--- src/rtl/jlsemi_util_clkdiv_multi_phase_pkg.sv ---
// Shared constants for the multi-phase clock divider slice.
package jlsemi_util_clkdiv_multi_phase_pkg;

  localparam int unsigned CLKDIV_CNT_W = 9;
  localparam int unsigned DIV_MIN      = 2;

  // Sticky error flag encoding, set when an applied config was illegal.
  typedef enum logic {
    CFG_OK  = 1'b0,
    CFG_ERR = 1'b1
  } cfg_err_e;

endpackage

--- src/rtl/jlsemi_util_async_reset_low_sync.sv ---
// Active-low reset synchroniser: asynchronous assert, deassert after STAGES clk_in edges.
module jlsemi_util_async_reset_low_sync #(
  parameter int unsigned STAGES = 3
) (
  input  logic clk_in,
  input  logic rstn_in,
  output logic rstn_out
);

  logic [STAGES-1:0] sync_q;

  always_ff @(posedge clk_in or negedge rstn_in) begin
    if (!rstn_in) begin
      sync_q <= '0;
    end else begin
      sync_q <= (sync_q << 1) | STAGES'(1);
    end
  end

  assign rstn_out = sync_q[STAGES-1];

endmodule

--- src/rtl/jlsemi_util_clkbuf.sv ---
// Clock buffer cell wrapper; behavioural pass-through, swapped for a library cell in implementation.
module jlsemi_util_clkbuf (
  input  logic clk_in_pre,
  output logic clk_out
);

  assign clk_out = clk_in_pre;

endmodule

--- src/rtl/jlsemi_util_clkdiv_multi_phase_phase_ch.sv ---
// One divided-clock channel: modular phase compare against the shared counter, enable gate, output flop.
module jlsemi_util_clkdiv_phase_ch
  import jlsemi_util_clkdiv_multi_phase_pkg::*;
#(
  parameter int unsigned CNT_W = CLKDIV_CNT_W
) (
  input  logic             clk_in,
  input  logic             rst_n,
  input  logic [CNT_W-1:0] cnt,
  input  logic [CNT_W-1:0] div_n,
  input  logic [CNT_W-1:0] ph,
  input  logic             en,
  output logic             clk_q
);

  logic [CNT_W:0] diff;
  logic [CNT_W:0] pos;
  logic [CNT_W:0] half;

  // (cnt - ph) mod N in CNT_W+1 bits; the top bit flags a negative difference.
  always_comb begin
    diff = {1'b0, cnt} - {1'b0, ph};
    pos  = diff[CNT_W] ? (diff + {1'b0, div_n}) : diff;
    half = {1'b0, div_n} >> 1;
  end

  always_ff @(posedge clk_in or negedge rst_n) begin
    if (!rst_n) begin
      clk_q <= 1'b0;
    end else begin
      clk_q <= en & (pos < half);
    end
  end

endmodule

--- src/rtl/jlsemi_util_clkdiv_multi_phase.sv ---
// Programmable integer divider with NUM_CH phase-shifted outputs and period-aligned read strobe.
module jlsemi_util_clkdiv_multi_phase
  import jlsemi_util_clkdiv_multi_phase_pkg::*;
#(
  parameter int unsigned CNT_W          = CLKDIV_CNT_W,
  parameter int unsigned NUM_CH         = 4,
  parameter int unsigned DEF_DIV        = 4,
  parameter int unsigned RST_SYNC_STAGE = 3
) (
  input  logic                    clk_in,
  input  logic                    rstn_in,
  input  logic [CNT_W-1:0]        div_n,
  input  logic [NUM_CH*CNT_W-1:0] ch_phase,
  input  logic [NUM_CH-1:0]       ch_en,
  input  logic                    cfg_update,
  output logic [NUM_CH-1:0]       clk_out,
  output logic                    rd_en,
  output logic                    cfg_pending,
  output logic                    cfg_err
);

  logic                    rst_n;
  logic [CNT_W-1:0]        cnt;
  logic [CNT_W-1:0]        act_n;
  logic [CNT_W-1:0]        sh_n;
  logic [CNT_W-1:0]        nxt_n;
  logic [NUM_CH*CNT_W-1:0] act_ph;
  logic [NUM_CH*CNT_W-1:0] sh_ph;
  logic [NUM_CH*CNT_W-1:0] nxt_ph;
  logic [NUM_CH-1:0]       act_en;
  logic [NUM_CH-1:0]       sh_en;
  logic [NUM_CH-1:0]       nxt_en;
  logic [NUM_CH-1:0]       nxt_ok;
  logic [NUM_CH-1:0]       ch_q;
  logic                    pend_q;
  logic                    rd_q;
  logic                    wrap;
  logic                    do_apply;
  logic                    nxt_err;
  cfg_err_e                err_q;

  jlsemi_util_async_reset_low_sync #(
    .STAGES (RST_SYNC_STAGE)
  ) u_rst_sync (
    .clk_in   (clk_in),
    .rstn_in  (rstn_in),
    .rstn_out (rst_n)
  );

  assign wrap     = (cnt == (act_n - CNT_W'(1)));
  assign do_apply = wrap & (cfg_update | pend_q);

  // A strobe landing on the wrap cycle bypasses shadow and applies directly.
  always_comb begin
    nxt_n   = cfg_update ? div_n    : sh_n;
    nxt_ph  = cfg_update ? ch_phase : sh_ph;
    nxt_en  = cfg_update ? ch_en    : sh_en;
    nxt_ok  = '1;
    nxt_err = 1'b0;
    if (nxt_n < CNT_W'(DIV_MIN)) begin
      nxt_n   = CNT_W'(DIV_MIN);
      nxt_err = 1'b1;
    end
    for (int unsigned k = 0; k < NUM_CH; k++) begin
      if (nxt_ph[k*CNT_W +: CNT_W] >= nxt_n) begin
        nxt_ok[k] = 1'b0;
        nxt_err   = 1'b1;
      end
    end
  end

  always_ff @(posedge clk_in or negedge rst_n) begin
    if (!rst_n) begin
      cnt <= '0;
    end else if (wrap) begin
      cnt <= '0;
    end else begin
      cnt <= cnt + CNT_W'(1);
    end
  end

  always_ff @(posedge clk_in or negedge rst_n) begin
    if (!rst_n) begin
      sh_n   <= CNT_W'(DEF_DIV);
      sh_ph  <= '0;
      sh_en  <= '0;
      act_n  <= CNT_W'(DEF_DIV);
      act_ph <= '0;
      act_en <= '0;
      pend_q <= 1'b0;
    end else begin
      if (cfg_update) begin
        sh_n  <= div_n;
        sh_ph <= ch_phase;
        sh_en <= ch_en;
      end
      if (do_apply) begin
        act_n  <= nxt_n;
        act_ph <= nxt_ph;
        act_en <= nxt_en & nxt_ok;
        pend_q <= 1'b0;
      end else if (cfg_update) begin
        pend_q <= 1'b1;
      end
    end
  end

  always_ff @(posedge clk_in or negedge rst_n) begin
    if (!rst_n) begin
      rd_q  <= 1'b0;
      err_q <= CFG_OK;
    end else begin
      rd_q <= wrap;
      if (do_apply && nxt_err) begin
        err_q <= CFG_ERR;
      end
    end
  end

  for (genvar g = 0; g < NUM_CH; g++) begin : g_ch
    jlsemi_util_clkdiv_phase_ch #(
      .CNT_W (CNT_W)
    ) u_ch (
      .clk_in (clk_in),
      .rst_n  (rst_n),
      .cnt    (cnt),
      .div_n  (act_n),
      .ph     (act_ph[g*CNT_W +: CNT_W]),
      .en     (act_en[g]),
      .clk_q  (ch_q[g])
    );

    jlsemi_util_clkbuf u_buf (
      .clk_in_pre (ch_q[g]),
      .clk_out    (clk_out[g])
    );
  end

  assign rd_en       = rd_q;
  assign cfg_pending = pend_q;
  assign cfg_err     = (err_q == CFG_ERR);

endmodule

--- config.mk ---
export PLATFORM = sky130hd
export DESIGN_NAME = jlsemi_util_clkdiv_multi_phase
export DESIGN_NICKNAME = d
export VERILOG_FILES = /design/src/rtl/jlsemi_util_clkdiv_multi_phase_pkg.sv /design/src/rtl/jlsemi_util_async_reset_low_sync.sv /design/src/rtl/jlsemi_util_clkbuf.sv /design/src/rtl/jlsemi_util_clkdiv_multi_phase_phase_ch.sv /design/src/rtl/jlsemi_util_clkdiv_multi_phase.sv
export SDC_FILE = /design/constraint.sdc
export NUM_CORES = 1
export LEC_CHECK = 0
export CORE_ASPECT_RATIO = 0.7
export CORE_MARGIN = 1.5
export CORE_UTILIZATION = 55
export CTS_BUF_LIST = sky130_fd_sc_hd__clkbuf_16
export CTS_CLUSTER_DIAMETER = 30
export CTS_CLUSTER_SIZE = 28
export DETAILED_ROUTE_END_ITERATION = 7
export PLACE_DENSITY_LB_ADDON = 0.2
export SETUP_SLACK_MARGIN = 0.1
export SLEW_MARGIN = 10
export SYNTH_ARGS = -nofsm -noshare
export SYNTH_HDL_FRONTEND = slang
export SYNTH_SLANG_ARGS = --single-unit
--- constraint.sdc ---
create_clock -name clk_in -period 3.7 [get_ports clk_in]
set_input_delay 0.925 -clock clk_in [delete_from_list [all_inputs] [get_ports clk_in]]
set_output_delay 0.925 -clock clk_in [all_outputs]
set_load 0.01 [all_outputs]
# Word level (Yosys, flattened, before mapping)
# Cells that the tools add are included.
[totals]
register_bits = 117
in_bits = 52
output_inout_bits = 7
[op_classes]
addsub = 10
order_cmp = 9
n_eq_ne = 1
n_mux = 20
bitwise = 7
n_reduce_logical = 2
[ops]
columns = ["operator", "n"]
rows = [
  ["$add 10x9->10", 4],
  ["$lt 10x8->1", 4],
  ["$mux 10", 4],
  ["$sub 9x9->10", 4],
  ["$ge 9x9->1", 4],
  ["$mux 36", 1],
  ["$mux 9", 3],
  ["$mux 1", 11],
  ["$add 9x1->9 const B", 1],
  ["$eq 9x9->1", 1],
  ["$lt 9x2->1 const B", 1],
  ["$sub 9x1->9 const B", 1],
  ["$and 1x1->1", 5],
  ["$and 4x4->4", 1],
  ["$mux 4", 1],
  ["$reduce_bool 2->1", 1],
  ["$logic_and 1x1->1", 1],
  ["$or 1x1->1", 1],
]

# Depth between registers and ports, before layout
[logic_depth]
depth_word = 9
mapped_depth = 21

# Modules after synthesis
# Synthesis repeated with hierarchy kept, for this count alone.
[unflattened]
cells_unflattened = 981
hier_area_um2 = 9920.8
[by_module_without_submodules]
columns = ["module", "n_inst", "cells_per_inst", "area_each_um2"]
rows = [
  ["jlsemi_util_clkdiv_multi_phase", 1, 413, 5474.0],
  ["jlsemi_util_clkdiv_phase_ch at g_ch[0].u_ch ...", 3, 140, 1091.0],
  ["jlsemi_util_clkdiv_phase_ch at g_ch[3].u_ch", 1, 140, 1064.8],
  ["jlsemi_util_async_reset_low_sync", 1, 4, 78.8],
  ["jlsemi_util_clkbuf", 4, 1, 7.5],
]

# Worst setup path after synthesis
# Ideal clock, no wire load.
[synth_timing]
kind = "input port to flip-flop"
from = "input port cfg_update"
to = "register err_q (netlist: cfg_err)"
setup_time_ns = 0.129
t_arrival_ns = 3.716
t_required_ns = 3.571
setup_slack_ns = -0.145
cell_stages = 13
path_buffers = 3
cell_sequence = "clkbuf_1 -> clkbuf_1 -> clkbuf_1 -> mux2i_1 -> nor2_1 -> ha_1 -> nand2b_1 -> a21o_1 -> a211oi_1 -> o21ai_0 -> a21o_1 -> nor4_1 -> o21bai_1"
[synth_between]
elab_chain_cells = 9
word_cells_on_any_way = 16
classes_between = "5 x order compare; 8 x mux; 2 x bitwise; 1 x reduce/logical"
[synth_lines]
columns = ["item", "line", "source"]
rows = [
  ["start: declaration", "jlsemi_util_clkdiv_multi_phase.sv:15", "input logic cfg_update,"],
  ["$mux 9 (*)", "-", ""],
  ["$lt 9x2->1", "jlsemi_util_clkdiv_multi_phase.sv:60", "if (nxt_n < CNT_W'(DIV_MIN)) begin"],
  ["$mux 9 (*)", "jlsemi_util_clkdiv_multi_phase.sv:60", ""],
  ["via nxt_n[0]", "jlsemi_util_clkdiv_multi_phase.sv:26", "logic [CNT_W-1:0] nxt_n;"],
  ["$ge 9x9->1", "jlsemi_util_clkdiv_multi_phase.sv:65", "if (nxt_ph[k*CNT_W +: CNT_W] >= nxt_n) begin"],
  ["$mux 1 (3 in a row)", "jlsemi_util_clkdiv_multi_phase.sv:65", ""],
  ["$mux 1 (*)", "jlsemi_util_clkdiv_multi_phase.sv:65", ""],
  ["$logic_and 1x1->1 (*)", "jlsemi_util_clkdiv_multi_phase.sv:114", "if (do_apply && nxt_err) begin"],
  ["end signal: assignment", "jlsemi_util_clkdiv_multi_phase.sv:111", "err_q <= CFG_OK;"],
  ["end signal: assignment", "jlsemi_util_clkdiv_multi_phase.sv:115", "err_q <= CFG_ERR;"],
  ["end: declaration", "jlsemi_util_clkdiv_multi_phase.sv:40", "cfg_err_e err_q;"],
]
# Mark *: on every way through the listed nets, which the timed path passes. The rest lies on a longest branch.
# A chain may end at the register's enable or synchronous reset.

# Final worst setup path
[layout_timing]
from = "register cnt[1]"
to = "register g_ch[2].u_ch.clk_q"
[layout_between]
elab_chain_cells = 5
[layout_lines]
columns = ["item", "line", "source"]
rows = [
  ["start: declaration", "jlsemi_util_clkdiv_multi_phase.sv:23", "logic [CNT_W-1:0] cnt;"],
  ["start signal: assignment", "jlsemi_util_clkdiv_multi_phase.sv:78", "cnt <= cnt + CNT_W'(1);"],
  ["$sub 9x9->10 (*)", "jlsemi_util_clkdiv_multi_phase_phase_ch.sv:22", "diff = {1'b0, cnt} - {1'b0, ph};"],
  ["$add 10x9->10", "jlsemi_util_clkdiv_multi_phase_phase_ch.sv:23", "pos = diff[CNT_W] ? (diff + {1'b0, div_n}) : diff;"],
  ["$mux 10 (*)", "jlsemi_util_clkdiv_multi_phase_phase_ch.sv:23", ""],
  ["$lt 10x8->1 (*)", "jlsemi_util_clkdiv_multi_phase_phase_ch.sv:31", "clk_q <= en & (pos < half);"],
  ["$and 1x1->1 (*)", "jlsemi_util_clkdiv_multi_phase_phase_ch.sv:31", ""],
  ["end signal: assignment", "jlsemi_util_clkdiv_multi_phase_phase_ch.sv:31", ""],
  ["end: declaration", "jlsemi_util_clkdiv_multi_phase_phase_ch.sv:13", "output logic clk_q"],
]
# Mark *: on every way between the ends. The rest lies on a longest branch, timed or not.

==> Implementation_results.wiki <==
{| class="wikitable"
! Metric !! Value
|-
| Result of the run || complete, but fails checks
|-
| Violated checks || negative setup slack
|-
| Largest stage delay, worst path || 0.43 ns
|-
| GR Util All Layers || 30.90%
|-
| Last element of the critical path || g_ch[2].u_ch.clk_q$_DFF_PN0_
|-
| Worst Reg2Reg Path Length in Cells || 19
|-
| Crit. Startpoint || cnt[1]$_DFF_PN0_
|-
| Most instantiated cells after synthesis || 138 x sky130_fd_sc_hd__ha_1, 115 x sky130_fd_sc_hd__dfrtp_1, 82 x sky130_fd_sc_hd__inv_1, 62 x sky130_fd_sc_hd__o21ai_0, 55 x sky130_fd_sc_hd__mux2_2
|-
| Wire length reported by the detailed router || around 27000 µm
|-
| Buffer type at the clock tree root || sky130_fd_sc_hd__clkbuf_16
|-
| Final critical path time including I/O delays and setup || roughly 4.0 ns
|-
| Number of flip-flops and latches in the synthesized netlist || 117
|-
| Arrival time of the worst setup path || 4.23 ns
|-
| Synth unique cells || 62
|-
| Worst max-slew margin expressed relative to the limit || 38.86%
|-
| Unrepaired setup endpoints after global routing || true
|-
| Final number of max-transition violations || 0
|-
| Synth Area in Adders || 19.89%
|-
| Vias per inst || roughly 5.8
|-
| Synthesized instance count || about 960
|-
| Setup TNS after final layout || -0.8466 ns
|-
| Number of buffers on the longest clock path || 2
|-
| Count of pins on the block boundary || slightly below 60
|-
| Largest net degree at the start of global routing || between 70 and 80
|-
| Floorplan die width || 160.0 µm
|-
| Category of the most critical setup path || reg2reg
|-
| Worst Max-Slew Pin Slew || 0.9087 ns
|-
| Number of flops mapped to enable cells by yosys || 0
|-
| Share of the yosys chip area belonging to registers || between 30% and 40%
|-
| Input/output buffers || a little under 60
|-
| Layout overhead on the synthesized area || 28.99%
|-
| Synth Area in Simple Gates || 10.05%
|-
| Total die area || 18060 µm²
|-
| Slowest cell on crit path || sky130_fd_sc_hd__or4_4
|-
| Final weighted congestion in routability-driven placement || 0.8912
|-
| Xor-xnor portion of the synthesized cell area || 6.001%
|-
| Sink count of the clock tree || 117
|-
| Number of global-route vias before repair || 8101
|-
| Area of the core || 16590 µm²
|-
| Wire length of the first global-routing pass || 42970 µm
|-
| TritonCTS clock tree || built
|-
| Max Fanout on Critical Path || 4
|-
| Top-area cell type share of the netlist area || 30.34%
|-
| Reg clk slew, reported paths || 0.06 ns
|-
| Dominant cells by area after synthesis || sky130_fd_sc_hd__dfrtp_1 30%, sky130_fd_sc_hd__ha_1 18%, sky130_fd_sc_hd__mux2_2 6.5%, sky130_fd_sc_hd__mux2_4 4.9%, sky130_fd_sc_hd__xnor2_1 3.6%
|-
| Share of the cycle needed by the critical path after routing || 106.8%
|-
| Compound-Gate Fraction of Synth Area || 15.48%
|-
| Sequence of cells on the critical path || clkinvlp_4 -> buf_4 -> fa_2 -> inv_1 -> a21o_1 -> nand4_1 -> and3b_1 -> xnor2_1 -> ha_2 -> or4_4 -> o22ai_4 -> xnor2_1 -> nand2_1 -> o31ai_1 -> ha_1 -> buf_4 -> a221oi_2 -> o21ai_1 -> a2111oi_0
|-
| PnR worst setup slack || -0.2511 ns
|-
| Post-detail-place hpwl || 19590 µm
|-
| Mapped Nets || 1153
|-
| Count of antenna diodes in the layout || 0
|-
| Grt ovf || 0
|-
| Initial antenna violation count || 0
|-
| Routed length per placed instance || 19.43 µm
|-
| TritonCTS buffer count || 17
|-
| CTS H-tree depth || 4
|-
| Total number of vias || around 8.1k
|-
| Endpoint kind of the worst setup timing path || register
|-
| Iter 0 DRT Violations || 570
|-
| Critical path launch point type || register
|-
| Multiplexer area fraction after synthesis || approximately 13%
|-
| Most frequent cell after synthesis || sky130_fd_sc_hd__ha_1
|-
| Count of maximum capacitance violations || 0
|-
| R2r endpoint || g_ch[2].u_ch.clk_q$_DFF_PN0_
|-
| Count of hold-fix buffers inserted at cts || 0
|-
| Main combinational cell family by area after synthesis || adder cells
|-
| Place WS || -0.4069 ns
|-
| Number of nets with antenna violations after detailed routing || 0
|-
| Final Hold Vio Count || 0
|-
| Post-synth design cell area || 9487 µm²
|-
| Main flop type after synthesis || sky130_fd_sc_hd__dfrtp_1
|-
| Post-synthesis cell type with the largest combined area || sky130_fd_sc_hd__dfrtp_1
|-
| Average instance area after synthesis || 9.934 µm²
|-
| Number of nets in the finished design || roughly 1.4k
|-
| Number of failing setup endpoints in the final timing report || 4
|-
| Die height || 112.9 µm
|-
| TritonRoute pass-1 iters || 5
|-
| Proportion of layout cells with a drive suffix above 1 || 28.83%
|-
| Data required time at the worst endpoint || 3.98 ns
|-
| Initial standard-cell utilization of the core || 57.18%
|-
| Number of placement rows || 39
|-
| Worst-skew pair later-pin latency || around 0.41 ns
|-
| Worst clock skew on the final layout || 0.01090 ns
|-
| Type of the most critical hold path || reg2reg
|-
| Share of flip-flops with an asynchronous set or reset || 100.0%
|-
| Internal reg-to-reg setup slack || -0.25 ns
|-
| Launch instance of the worst register-to-register path || cnt[1]$_DFF_PN0_
|-
| Count of warnings emitted by yosys || 0
|-
| DR DRC count || 0
|-
| Achievable Freq || about 250 MHz
|}
[how the worst min path moves through the flow]
stage / depth (start not counted) / start / end / slack, ns
final: 0 / u_rst_sync.sync_q[0]$_DFF_PN0_ / u_rst_sync.sync_q[1]$_DFF_PN0_ / 0.35
after global routing: 0 / u_rst_sync.sync_q[1]$_DFF_PN0_ / u_rst_sync.sync_q[2]$_DFF_PN0_ / 0.35
after CTS: 0 / u_rst_sync.sync_q[0]$_DFF_PN0_ / u_rst_sync.sync_q[1]$_DFF_PN0_ / 0.35
after detailed placement: 0 / u_rst_sync.sync_q[0]$_DFF_PN0_ / u_rst_sync.sync_q[1]$_DFF_PN0_ / 0.34
after global placement: 0 / u_rst_sync.sync_q[0]$_DFF_PN0_ / u_rst_sync.sync_q[1]$_DFF_PN0_ / 0.33
after floorplan: 0 / u_rst_sync.sync_q[1]$_DFF_PN0_ / u_rst_sync.sync_q[2]$_DFF_PN0_ / 0.33
[area by class of cell]
type,count,area (µm²)
clock buffer,17,425.4
clock inverter,15,205.2
timing repair buffer,208,1729
multi-input combinational,730,6346
fill,1142,4354
inverter,82,311.5
tap,225,281.5
sequential,117,2938
[placed cells by master, fill, tap and decap left out, types with 5 or more instances in the layout]
master                              n
sky130_fd_sc_hd__nand3_1            6
sky130_fd_sc_hd__clkdlybuf4s50_1   53
sky130_fd_sc_hd__clkbuf_16         17
sky130_fd_sc_hd__mux2i_1           13
sky130_fd_sc_hd__clkinv_4           5
sky130_fd_sc_hd__nand2b_1          11
sky130_fd_sc_hd__xor2_1            26
sky130_fd_sc_hd__buf_4            147
sky130_fd_sc_hd__nor2b_1           15
sky130_fd_sc_hd__inv_1             81
sky130_fd_sc_hd__a211oi_1           7
sky130_fd_sc_hd__mux2_4            31
sky130_fd_sc_hd__o21ai_0           48
sky130_fd_sc_hd__o21a_1            17
sky130_fd_sc_hd__nor2_1            48
sky130_fd_sc_hd__mux2_2            55
sky130_fd_sc_hd__xnor2_1           36
sky130_fd_sc_hd__o2111ai_1          9
sky130_fd_sc_hd__o31ai_1            5
sky130_fd_sc_hd__dfrtp_1          111
sky130_fd_sc_hd__a21o_1            33
sky130_fd_sc_hd__ha_2               9
sky130_fd_sc_hd__nor3_1             9
sky130_fd_sc_hd__o21bai_1           7
sky130_fd_sc_hd__nand2_1           50
sky130_fd_sc_hd__ha_1             128
sky130_fd_sc_hd__nand4_1           13
sky130_fd_sc_hd__a21oi_1           39
sky130_fd_sc_hd__a21oi_2            6
sky130_fd_sc_hd__a31oi_1            7
sky130_fd_sc_hd__o21ai_1           11
[worst max-delay path, delay by kind of cell, from the launching register on]
kind / cells / cell delay [ns]
fa+ha+maj: 3 / 0.85
simple gates: 4 / 0.83
xor+xnor: 2 / 0.28
compound gates: 6 / 0.94
flops: 1 / 0.41
buf+inv: 4 / 0.52
[routing by layer]
layer | track usage, % | wire length, µm | part of all wire (%)
met1 | 42.77 | 12220 | 45
met2 | 48.46 | 12230 | 45
met3 | 6.782 | 1952 | 7.2
met4 | 9.969 | 682 | 2.5
met5 | 0 | 0 | 0
[kinds of logic (layout without fill, tap and decap cells)]
group / count (synthesis) / count (layout)
AO/OA/AOI/OAI: 227 / 227
AND/OR/NAND/NOR: 192 / 192
adder cells (fa/ha/maj): 146 / 146
flip-flops: 117 / 117
buffers and inverters: 108 / 322
multiplexers: 99 / 99
XOR/XNOR: 65 / 65
other: 1 / 1
[what timing repair did]
action | 4_1_cts | 5_1_grt
cloned | 0 | 0
setup buffers | 10 | 5
endpoints found under the hold margin | 0 | 0
resized for setup | 49 | 18
pin swaps | 38 | 24
setup endpoints to repair | 5 | 6
[registers in the layout (all words and copies together) (netlist names)]
signal / cells
rd_en: 1
act_ph: 36
act_n: 9
sh_en: 4
cfg_pending: 1
sh_ph: 36
cnt: 9
sh_n: 9
cfg_err: 1
act_en: 4
g_ch.u_ch.clk_q: 4
u_rst_sync.sync_q: 3
[stage by stage]
| stage | instance area, µm² | hold WS [ns] | utilization, % | cells |
|---|---|---|---|---|
| final | 12240 | 0.3485 | 73.76 | 1394 |
| after global routing | 12240 | 0.3547 | 73.76 | 1394 |
| after CTS | 12150 | 0.3513 | 73.21 | 1390 |
| after detailed placement | 11290 | 0.3379 | 68.03 | 1348 |
| after global placement | 11290 | 0.3331 | 68.03 | 1348 |
| after floorplan | 9533 | 0.3311 | - | 955 |
Power of run 1 is not shown: default switching activity piles up to over one toggle a cycle in this logic, so the estimate is an artifact.
